$ cat src/rtl/disparity_pkg.sv
// Shared types for the disparity BRAM frame reader.
// Holds the reader FSM state type and the read-latency ceiling.
package disparity_pkg;

    typedef enum logic [1:0] {
        IDLE,
        RUN,
        DRAIN
    } reader_state_t;

    localparam int MAX_RD_LATENCY = 3;

endpackage

$ cat src/rtl/bram_reader_stream_if.sv
// BRAM read port plus valid/ready pixel stream of the frame reader.
// master: reader side (drives rd_*, out_*); slave: BRAM + sink side.
interface bram_reader_stream_if #(
    parameter int DATA_WIDTH = 21,
    parameter int ADDR_BITS  = 15,
    parameter int BANK_BITS  = 1
);
    logic [DATA_WIDTH-1:0] out_data;
    logic                  out_last;
    logic                  out_valid;
    logic                  out_ready;
    logic                  rd_en;
    logic [BANK_BITS-1:0]  rd_bank;
    logic [ADDR_BITS-1:0]  rd_address;
    logic [DATA_WIDTH-1:0] rd_data;

    modport master (
        output out_data, out_last, out_valid,
        output rd_en, rd_bank, rd_address,
        input  out_ready, rd_data
    );

    modport slave (
        input  out_data, out_last, out_valid,
        input  rd_en, rd_bank, rd_address,
        output out_ready, rd_data
    );
endinterface

$ cat src/rtl/scfifo_wrapper.sv
// Single-clock show-ahead FIFO with synchronous clear.
// Ports: clk, reset_n, sclr, wr_en/wr_data, rd_en/rd_data, empty, used.
module scfifo_wrapper #(
    parameter int WIDTH = 22,
    parameter int DEPTH = 8
) (
    input  logic                   clk,
    input  logic                   reset_n,
    input  logic                   sclr,
    input  logic                   wr_en,
    input  logic [WIDTH-1:0]       wr_data,
    input  logic                   rd_en,
    output logic [WIDTH-1:0]       rd_data,
    output logic                   empty,
    output logic [$clog2(DEPTH):0] used
);
    localparam int AW = $clog2(DEPTH);

    logic [WIDTH-1:0] mem [DEPTH];
    logic [AW-1:0]    wp;
    logic [AW-1:0]    rp;
    logic [AW:0]      cnt;
    logic             do_rd;

    assign do_rd   = rd_en && (cnt != '0);
    assign rd_data = mem[rp];
    assign empty   = (cnt == '0);
    assign used    = cnt;

    always_ff @(posedge clk or negedge reset_n) begin
        if (!reset_n) begin
            wp  <= '0;
            rp  <= '0;
            cnt <= '0;
        end else if (sclr) begin
            wp  <= '0;
            rp  <= '0;
            cnt <= '0;
        end else begin
            if (wr_en) wp <= wp + 1'b1;
            if (do_rd) rp <= rp + 1'b1;
            cnt <= cnt + (AW+1)'(wr_en) - (AW+1)'(do_rd);
        end
    end

    // Storage only; pointers above decide what is visible.
    always_ff @(posedge clk) begin
        if (wr_en) mem[wp] <= wr_data;
    end

    overflow_chk: assert property (
        @(posedge clk) disable iff (!reset_n)
        !(wr_en && !sclr && !do_rd && cnt == (AW+1)'(DEPTH))
    );

endmodule

$ cat src/rtl/bram_reader_stream.sv
// Streams one frame from a ping-pong BRAM bank to a valid/ready sink.
// Ports: clk, reset_n, start/bank_in, zero_head/tail, abort, idle, frame_done, bus.
module bram_reader_stream
    import disparity_pkg::*;
#(
    parameter int WIDTH      = 120,
    parameter int HEIGHT     = 240,
    parameter int FRAME_SIZE = WIDTH * HEIGHT,
    parameter int ADDR_BITS  = $clog2(FRAME_SIZE),
    parameter int DATA_WIDTH = 21,
    parameter int NUM_BANKS  = 2,
    parameter int BANK_BITS  = (NUM_BANKS > 1) ? $clog2(NUM_BANKS) : 1,
    parameter int RD_LATENCY = 1,
    parameter int FIFO_DEPTH = 8
) (
    input  logic                 clk,
    input  logic                 reset_n,
    input  logic                 start,
    input  logic [BANK_BITS-1:0] bank_in,
    input  logic [ADDR_BITS-1:0] zero_head,
    input  logic [ADDR_BITS-1:0] zero_tail,
    input  logic                 abort,
    output logic                 idle,
    output logic                 frame_done,
    bram_reader_stream_if.master bus
);
    localparam int IFW = $clog2(MAX_RD_LATENCY + 1);
    localparam int UW  = $clog2(FIFO_DEPTH) + 1;
    localparam logic [ADDR_BITS-1:0] LAST_ADDR = ADDR_BITS'(FRAME_SIZE - 1);
    localparam logic [ADDR_BITS:0]   FS_EXT    = (ADDR_BITS+1)'(FRAME_SIZE);

    reader_state_t         state_q;
    reader_state_t         state_d;
    logic                  pend_q;
    logic [BANK_BITS-1:0]  pend_bank_q;
    logic [BANK_BITS-1:0]  bank_q;
    logic [BANK_BITS-1:0]  launch_bank;
    logic [ADDR_BITS-1:0]  addr_q;
    logic [ADDR_BITS-1:0]  zh_q;
    logic [ADDR_BITS-1:0]  zt_q;
    logic [IFW-1:0]        inflight_q;
    logic                  launch;
    logic                  issue;
    logic                  room;
    logic                  drained;

    logic [RD_LATENCY-1:0] dly_vld;
    logic [ADDR_BITS-1:0]  dly_addr [RD_LATENCY];
    logic [ADDR_BITS-1:0]  ret_addr;
    logic                  ret_vld;
    logic [ADDR_BITS:0]    tail_sum;
    logic                  zero_word;

    logic                  push;
    logic                  pop;
    logic [DATA_WIDTH:0]   fifo_wdata;
    logic [DATA_WIDTH:0]   fifo_head;
    logic                  fifo_empty;
    logic [UW-1:0]         fifo_used;

    // Credits: a slot counts as taken from issue until its pop is
    // visible in the registered fill level, so the FIFO cannot overflow.
    assign room = (int'(fifo_used) + int'(inflight_q)) < FIFO_DEPTH;

    assign ret_vld  = dly_vld[RD_LATENCY-1];
    assign ret_addr = dly_addr[RD_LATENCY-1];

    // Last outstanding read returns this cycle: next frame may launch
    // now, since the old zeroing window is still applied to that word.
    assign drained = (inflight_q == IFW'(ret_vld));

    always_ff @(posedge clk or negedge reset_n) begin
        if (!reset_n) state_q <= IDLE;
        else          state_q <= state_d;
    end

    always_comb begin
        state_d     = state_q;
        launch      = 1'b0;
        launch_bank = pend_bank_q;
        issue       = 1'b0;
        if (abort) begin
            state_d = IDLE;
        end else begin
            unique case (state_q)
                IDLE: begin
                    if (start || pend_q) begin
                        launch      = 1'b1;
                        launch_bank = start ? bank_in : pend_bank_q;
                        state_d     = RUN;
                    end
                end
                RUN: begin
                    if (room) begin
                        issue = 1'b1;
                        if (addr_q == LAST_ADDR) state_d = DRAIN;
                    end
                end
                DRAIN: begin
                    if (drained) begin
                        if (pend_q) begin
                            launch  = 1'b1;
                            state_d = RUN;
                        end else begin
                            state_d = IDLE;
                        end
                    end
                end
                default: state_d = IDLE;
            endcase
        end
    end

    always_ff @(posedge clk or negedge reset_n) begin
        if (!reset_n) begin
            pend_q      <= 1'b0;
            pend_bank_q <= '0;
        end else if (abort) begin
            pend_q <= 1'b0;
        end else if (start && state_q != IDLE) begin
            pend_q      <= 1'b1;
            pend_bank_q <= bank_in;
        end else if (launch) begin
            pend_q <= 1'b0;
        end
    end

    always_ff @(posedge clk or negedge reset_n) begin
        if (!reset_n) begin
            bank_q <= '0;
            addr_q <= '0;
            zh_q   <= '0;
            zt_q   <= '0;
        end else if (abort) begin
            addr_q <= '0;
        end else if (launch) begin
            bank_q <= launch_bank;
            addr_q <= '0;
            zh_q   <= zero_head;
            zt_q   <= zero_tail;
        end else if (issue && addr_q != LAST_ADDR) begin
            addr_q <= addr_q + 1'b1;
        end
    end

    always_ff @(posedge clk or negedge reset_n) begin
        if (!reset_n)   inflight_q <= '0;
        else if (abort) inflight_q <= '0;
        else            inflight_q <= inflight_q + IFW'(issue) - IFW'(ret_vld);
    end

    // Address travels with the read so zeroing and last use the
    // address that produced the returning word.
    always_ff @(posedge clk or negedge reset_n) begin
        if (!reset_n) begin
            dly_vld <= '0;
        end else if (abort) begin
            dly_vld <= '0;
        end else begin
            dly_vld[0] <= issue;
            for (int i = 1; i < RD_LATENCY; i++) dly_vld[i] <= dly_vld[i-1];
        end
    end

    always_ff @(posedge clk) begin
        dly_addr[0] <= addr_q;
        for (int i = 1; i < RD_LATENCY; i++) dly_addr[i] <= dly_addr[i-1];
    end

    // Widened sum avoids FRAME_SIZE - zero_tail underflowing.
    assign tail_sum  = {1'b0, ret_addr} + {1'b0, zt_q};
    assign zero_word = (ret_addr < zh_q) || (tail_sum >= FS_EXT);

    assign push       = ret_vld && !abort;
    assign fifo_wdata = {ret_addr == LAST_ADDR,
                         zero_word ? {DATA_WIDTH{1'b0}} : bus.rd_data};

    scfifo_wrapper #(
        .WIDTH (DATA_WIDTH + 1),
        .DEPTH (FIFO_DEPTH)
    ) u_fifo (
        .clk     (clk),
        .reset_n (reset_n),
        .sclr    (abort),
        .wr_en   (push),
        .wr_data (fifo_wdata),
        .rd_en   (pop),
        .rd_data (fifo_head),
        .empty   (fifo_empty),
        .used    (fifo_used)
    );

    assign bus.out_valid = !fifo_empty;
    assign bus.out_data  = fifo_head[DATA_WIDTH-1:0];
    assign bus.out_last  = bus.out_valid && fifo_head[DATA_WIDTH];
    assign pop           = bus.out_valid && bus.out_ready;

    assign bus.rd_en      = issue;
    assign bus.rd_bank    = bank_q;
    assign bus.rd_address = addr_q;

    assign idle = (state_q == IDLE) && !pend_q;

    always_ff @(posedge clk or negedge reset_n) begin
        if (!reset_n)   frame_done <= 1'b0;
        else if (abort) frame_done <= 1'b0;
        else            frame_done <= pop && bus.out_last;
    end

endmodule
$ cat src/flat_wrapper.sv
// flat-port wrapper written by rule: the top's interface ports become plain ports
module bram_reader_stream_flat import disparity_pkg::*;
#(
    parameter int WIDTH      = 120,
    parameter int HEIGHT     = 240,
    parameter int FRAME_SIZE = WIDTH * HEIGHT,
    parameter int ADDR_BITS  = $clog2(FRAME_SIZE),
    parameter int DATA_WIDTH = 21,
    parameter int NUM_BANKS  = 2,
    parameter int BANK_BITS  = (NUM_BANKS > 1) ? $clog2(NUM_BANKS) : 1,
    parameter int RD_LATENCY = 1,
    parameter int FIFO_DEPTH = 8
)
  (clk, reset_n, start, bank_in, zero_head, zero_tail, abort, idle, frame_done, bus_out_data, bus_out_last, bus_out_valid, bus_rd_en, bus_rd_bank, bus_rd_address, bus_out_ready, bus_rd_data);
  bram_reader_stream_if #(.DATA_WIDTH(DATA_WIDTH), .ADDR_BITS(ADDR_BITS), .BANK_BITS(BANK_BITS)) bus_i ();
  input  logic clk;
  input  logic reset_n;
  input  logic start;
  input  logic [BANK_BITS-1:0] bank_in;
  input  logic [ADDR_BITS-1:0] zero_head;
  input  logic [ADDR_BITS-1:0] zero_tail;
  input  logic abort;
  output logic idle;
  output logic frame_done;
  output wire logic [$bits(bus_i.out_data)-1:0] bus_out_data;
  output wire logic [$bits(bus_i.out_last)-1:0] bus_out_last;
  output wire logic [$bits(bus_i.out_valid)-1:0] bus_out_valid;
  output wire logic [$bits(bus_i.rd_en)-1:0] bus_rd_en;
  output wire logic [$bits(bus_i.rd_bank)-1:0] bus_rd_bank;
  output wire logic [$bits(bus_i.rd_address)-1:0] bus_rd_address;
  input wire logic [$bits(bus_i.out_ready)-1:0] bus_out_ready;
  input wire logic [$bits(bus_i.rd_data)-1:0] bus_rd_data;
  assign bus_out_data = bus_i.out_data;
  assign bus_out_last = bus_i.out_last;
  assign bus_out_valid = bus_i.out_valid;
  assign bus_rd_en = bus_i.rd_en;
  assign bus_rd_bank = bus_i.rd_bank;
  assign bus_rd_address = bus_i.rd_address;
  assign bus_i.out_ready = bus_out_ready;
  assign bus_i.rd_data = bus_rd_data;
  bram_reader_stream #(.WIDTH(WIDTH), .HEIGHT(HEIGHT), .FRAME_SIZE(FRAME_SIZE), .ADDR_BITS(ADDR_BITS), .DATA_WIDTH(DATA_WIDTH), .NUM_BANKS(NUM_BANKS), .BANK_BITS(BANK_BITS), .RD_LATENCY(RD_LATENCY), .FIFO_DEPTH(FIFO_DEPTH)) u_core (.clk(clk), .reset_n(reset_n), .start(start), .bank_in(bank_in), .zero_head(zero_head), .zero_tail(zero_tail), .abort(abort), .idle(idle), .frame_done(frame_done), .bus(bus_i));
endmodule
$ cat config.mk
export PLATFORM = sky130hd
export DESIGN_NAME = bram_reader_stream_flat
export DESIGN_NICKNAME = d
export VERILOG_FILES = /design/src/rtl/disparity_pkg.sv /design/src/rtl/bram_reader_stream_if.sv /design/src/rtl/scfifo_wrapper.sv /design/src/rtl/bram_reader_stream.sv /design/src/flat_wrapper.sv
export SDC_FILE = /design/constraint.sdc
export NUM_CORES = 1
export LEC_CHECK = 0
export ABC_AREA = 1
export ABC_CLOCK_PERIOD_IN_PS = 5300
export BUFFER_PORTS_ARGS = -buffer_cell sky130_fd_sc_hd__buf_2
export CAP_MARGIN = 20
export CORE_MARGIN = 2
export CORE_UTILIZATION = 35
export CTS_BUF_LIST = sky130_fd_sc_hd__clkbuf_4
export DETAILED_ROUTE_END_ITERATION = 10
export GPL_TIMING_DRIVEN = 0
export PLACE_DENSITY_LB_ADDON = 0.05
export SYNTH_ARGS = -nofsm -noshare
export SYNTH_HDL_FRONTEND = slang
export SYNTH_SLANG_ARGS = --single-unit
$ cat constraint.sdc
create_clock -name clk -period 5.3 [get_ports clk]
set_input_delay 1.325 -clock clk [delete_from_list [all_inputs] [get_ports clk]]
set_output_delay 1.325 -clock clk [all_outputs]
set_load 0.01 [all_outputs]
-- Word level (Yosys, flattened, before mapping)
Memory sizes are Yosys's and may differ from the RTL's.
Index checks and enable logic that the tools add are counted.
- input port bits: 57
- flip-flop bits (word level): 64
- memories kept: 2
- output and inout port bits: 42
- word-level logic and storage cells: 97
- RAM bits: 191
- add/sub/neg operators: 9
- reductions and logical operators: 24
- equality and inequality tests: 10
- bitwise logic cells: 1
- order comparisons: 3
- multiplexer cells: 35
- memory list (memory ; depth ; width ; read ports ; clocked after memory_dff ; wr ports ; RTL line ; text):
    u_core.u_fifo.mem ; 8 ; 22 ; 1 ; 0 ; 1 ; scfifo_wrapper.sv:19 ; logic [WIDTH-1:0] mem [DEPTH];
    u_core.dly_addr ; 1 ; 15 ; 1 ; 0 ; 1 ; bram_reader_stream.sv:48 ; logic [ADDR_BITS-1:0] dly_addr [RD_LATENCY];
- operators by type and width (operator ; number):
    two-way mux 15 bit ; 3
    < comparator 32 x 5 -> 1 bit (second input constant) ; 1
    equality test 15 bit (second input constant) ; 2
    two-way mux 21 bit ; 1
    two-way mux 1 bit ; 18
    adder 15 x 15 -> 16 bit ; 1
    greater-or-equal comparator 16 x 15 -> 1 bit (second input constant) ; 1
    adder 15 x 1 -> 15 bit (second input constant) ; 1
    < comparator 15 bit ; 1
    inequality test 15 bit (second input constant) ; 1
    two-way mux 2 bit ; 6
    two-way mux 3 bit ; 4
    inequality test 3 x 2 -> 1 bit (second input constant) ; 4
    logical AND 1 bit ; 8
    adder 3 x 1 -> 3 bit (second input constant) ; 2
    case mux 2 bit (3 select lines) ; 1
    nonzero test 2 bit ; 3
    nonzero test 3 bit ; 2
    adder 4 x 2 -> 5 bit ; 1
    adder 4 x 1 -> 4 bit ; 1
    zero test 4 bit ; 1
    two-way mux 4 bit ; 1
    AND reduction 2 bit ; 2
    AND reduction 4 bit ; 1
    other kinds (12) ; 15

-- Longest topological paths before layout
- depth after elaboration: 9
- mapped depth: 16
- mapped depth without buffers: 15

-- Hierarchy
A second synthesis with hierarchy kept.
- cells, all modules: 1449
- area, all modules: 12649.6 µm²
- by module, submodules not included (module ; instances ; seq. area each (µm²) ; area an instance (µm²) ; cells an instance):
    scfifo_wrapper ; 1 ; 5535.3 ; 8275.4 ; 841
    bram_reader_stream ; 1 ; 1651.6 ; 4374.2 ; 608

-- Least setup slack after synthesis
Ideal clock, no wire load.
- kind: input to register
- start point: input port abort
- end point: memory u_core.u_fifo.mem[0][0], enable pin
- stages on the path: 4
- data required time: 4.899 ns
- slack: 2.096 ns
- arrival: 2.803 ns
- path buffers: 1
- setup time: 0.401 ns
- cells stage by stage: clkbuf_1 -> nor2_1 -> nand2_1 -> nor2_1
- word-level cells in the longest chain between the ends: 4
- ends and longest elaborated chain (what ; RTL line ; text):
    start, declared ; flat_wrapper.sv:22 ; input logic abort;
    zero test 1 bit ; bram_reader_stream.sv:174 ; assign push = ret_vld && !abort;
    logical AND 1 bit ; bram_reader_stream.sv:174 ;
    two-way mux 1 bit ; scfifo_wrapper.sv:48 ; if (wr_en) mem[wp] <= wr_data;
    two-way mux 1 bit (not written as such) ; scfifo_wrapper.sv:48 ;
    end, declared ; scfifo_wrapper.sv:19 ;
No other way between the ends.

-- Final worst setup path
- start point: register u_core.u_fifo.rp[1]
- end point: output port bus_out_data[2]
- word-level cells in the longest chain between the ends: 1
- ends and longest elaborated chain (what ; RTL line ; text):
    start, declared ; scfifo_wrapper.sv:21 ; logic [AW-1:0] rp;
    start signal, assigned ; scfifo_wrapper.sv:41 ; if (do_rd) rp <= rp + 1'b1;
    memory (8 x 22 bit) ; n/a ;
    end, declared ; flat_wrapper.sv:25 ; output wire logic [$bits(bus_i.out_data)-1:0] bus_out_data;
No other way between the ends.

==> impl_metrics.tcl <==
set metrics [dict create \
    crit_slowest_cell "clkbuf_1" \
    most-common-layout-cells "204 x nand2_1, 188 x nor2_1, 176 x edfxtp_1, 121 x o21ai_0, 118 x inv_1" \
    avgSynthCellArea_sq_um 9.89 \
    holdBufCountCts 0 \
    drt-initial-drc-count 424 \
    nets 1459 \
    htreeDepth 3 \
    synthTopCellsByArea "edfxtp_1 45%, dfrtp_1 14%, nand2_1 6.5%, nor2_1 6.3%, o21ai_0 5.2%" \
    min_to "u_core.dly_addr[0][8]" \
    post_cts_buffers 0 \
    first_pass_iters 5 \
    clkSinkCount 255 \
    rows 66 \
    syn-num-nets 1284 \
    use_met1 0.249 \
    ant_nets 0 \
    netlist_instances 1184 \
    synth-edff-count 176 \
    dp_hpwl_mm 21.4 \
    async_flop_share 0.251 \
    top_usage_layer "met2" \
    fp.dieH_um 187 \
    timing.rr.end "u_core.u_fifo.mem[6][0]" \
    power_leakage_nw 5.87 \
    grt.met3_usage 0.0334 \
    required_ps 3970 \
    reg2reg_slack_ps 2680 \
    setup_tns_ps 0 \
    worst_setup_path_end_kind "output pin" \
    relSlewSlack 0.386 \
    crit_buf_inv 4 \
    max_stage_delay_ps 460 \
    crit_type "flip-flop to output pin" \
    viasPerCell 4.73 \
    hold_viol 0 \
    powerDensity_mw_per_mm2 416 \
    max_freq_ghz 0.228 \
    hold_path.class "flip-flop to flip-flop" \
    area_growth_syn_to_layout_pct 17.8 \
    final.period_utilization 0.829 \
    final_common_cell "nand2_1" \
    min_period_ps 4390 \
    grt-ovfl-total 0 \
    crit_top_cell "clkbuf_1" \
    remaining_drc_errors 0 \
    path_cells "clkbuf_1, clkinv_1, clkbuf_1, nor2_1, o21ai_0, a31oi_1, buf_2" \
    crit_family "buffers and inverters" \
    grt_pass1_vias 8899 \
    grt_max_degree 41 \
    critPathLaunchType "flip-flop" \
    portBuffers 98 \
    clockRootBuffer "clkbuf_4" \
    num_vias 8758 \
    slew_violations 0 \
    cts_tree "yes" \
    routedWlPerCell_um 17.5 \
    grt_first_pass_wirelength_mm 50.7 \
    p_total_mw 5.74 \
    status "completed" \
    peakVddDrop_uv 139 \
    die_w_um 187 \
    ys_ff_latch 255 \
    clock_latency_ps 700 \
    clkTransAtPathRegs_ps 60 \
    wirelength_mm 32.4 \
    final-setup-viol-count 0 \
    ctsResizeCount 0 \
    pin_count 99 \
    synth_area_leader_cell "edfxtp_1" \
    core_sq_mm 0.0327 \
    antenna_found_initial 1 \
    met2_usage 0.313 \
    synth-main-ff-cell "edfxtp_1" \
    drive_gt1_frac 0.191 \
    min-delay-start "u_core.bus.rd_address[8]" \
    ys_types 44 \
    grt_usage 0.190 \
    synth-warning-count 0 \
    gp_congestion 0.770 \
    yosys.area.top_type_share 0.451 \
    path_depth 7 \
    crit_path_max_fanout 10 \
    hold_depth 0 \
    maxCapViolations 0 \
    initial_core_util 0.358 \
    worstPathArrival_ps 3070 \
    worst_pin_slew_ps 918 \
    syn_area_sq_mm 0.0117 \
    rsz0062_at_grt "no" \
    cts_buffers 71 \
    r2r_start "u_core.dly_addr[0][0]" \
    skew_ps 72.7 \
    worst-r2r-cell-count 14 \
    synth.yosys.seq_area_share 0.614 \
    clockBufferDepth 3 \
    die-area_sq_mm 0.0349 \
]
==> final cells by class <==
type / count / area (sq um)
Inverter: 123 / 462
Clock buffer: 100 / 751
Antenna cell: 1 / 2.50
Sequential cell: 255 / 7190
Fill cell: 3332 / 18900
Clock inverter: 23 / 139
Timing Repair Buffer: 102 / 588
Buffer: 46 / 216
Tap cell: 442 / 553
Multi-Input combinational cell: 760 / 3900
==> routing by layer <==
layer	vias to the layer above	wire (um)
met5	-	0
li1	4402	-
met2	223	15300
met4	0	941
met3	72	1380
met1	4061	14800
==> sequential cells by signal (all words and copies together) (netlist names), 2 cells and up <==
register and count:
u_core.state_q 2, u_core.u_fifo.used 4, u_core.u_fifo.mem 176, u_core.zt_q 15
u_core.u_fifo.rp 3, u_core.zh_q 15, u_core.bus.rd_address 15, u_core.dly_addr 15
u_core.u_fifo.wp 3, u_core.inflight_q 2
==> worst reg2reg max path, delay by kind of cell, from the launching register on <==
family,cells,cell delay [ps]
simple gates,11,1100
fa+ha+maj,2,690
buf+inv,1,190
flops,1,360
==> worst max path at each step <==
stage | endpoint | slack, ps | startpoint
after global routing | bus_out_data[2] | 790 | u_core.u_fifo.rp[1]
after detailed placement | bus_out_data[2] | 1670 | u_core.u_fifo.rp[1]
after CTS | bus_out_data[2] | 930 | u_core.u_fifo.rp[1]
final | bus_out_data[2] | 910 | u_core.u_fifo.rp[1]
after floorplan | u_core.u_fifo.mem[0][0] | 2100 | abort
after global placement | u_core.u_fifo.mem[2][19] | 380 | abort
==> power breakdown <==
| group | total [mW] | internal [mW] | switching, mW |
|---|---|---|---|
| Clock | 1.78 | 0.928 | 0.851 |
| Sequential | 2.39 | 2.29 | 0.0994 |
| Combinational | 1.58 | 0.525 | 1.05 |
| Total | 5.74 | 3.74 | 2.00 |
==> stage by stage <==
| stage | utilization | std cells | setup WS, ps | area (sq um) | hold slack, ps |
|---|---|---|---|---|---|
| floorplan | - | 1184 | 2100 | 11700 | 424 |
| global placement | 0.390 | 1724 | 376 | 12800 | 409 |
| detailed placement | 0.395 | 1728 | 1670 | 12900 | 405 |
| CTS | 0.422 | 1851 | 935 | 13800 | 426 |
| global route | 0.422 | 1852 | 786 | 13800 | 435 |
| finish | 0.422 | 1852 | 908 | 13800 | 423 |
==> Yosys cell counts (3+ instances only) <==
cell type,count
a21oi_1,28
a31oi_1,23
buf_2,8
buf_4,3
buf_6,3
clkbuf_1,32
clkinv_1,3
dfrtp_1,64
dfxtp_1,15
edfxtp_1,176
ha_1,41
inv_1,118
nand2_1,204
nand2_2,3
nand3_1,39
nand4_1,15
nor2_1,196
nor2_2,23
nor3_1,8
o211ai_1,3
o21ai_0,121
o21ai_1,4
o22ai_1,23
==> kinds of logic after synthesis <==
logic type	share of synthesized area
adders and majority gates	0.0472
AOI/OAI and AO/OA	0.0982
DFF	0.614
buffers and inverters	0.0579
and+or+nand+nor	0.180
xor gates and xnor gates	0.00299
Note: power is estimated with default switching activity, not from simulation.
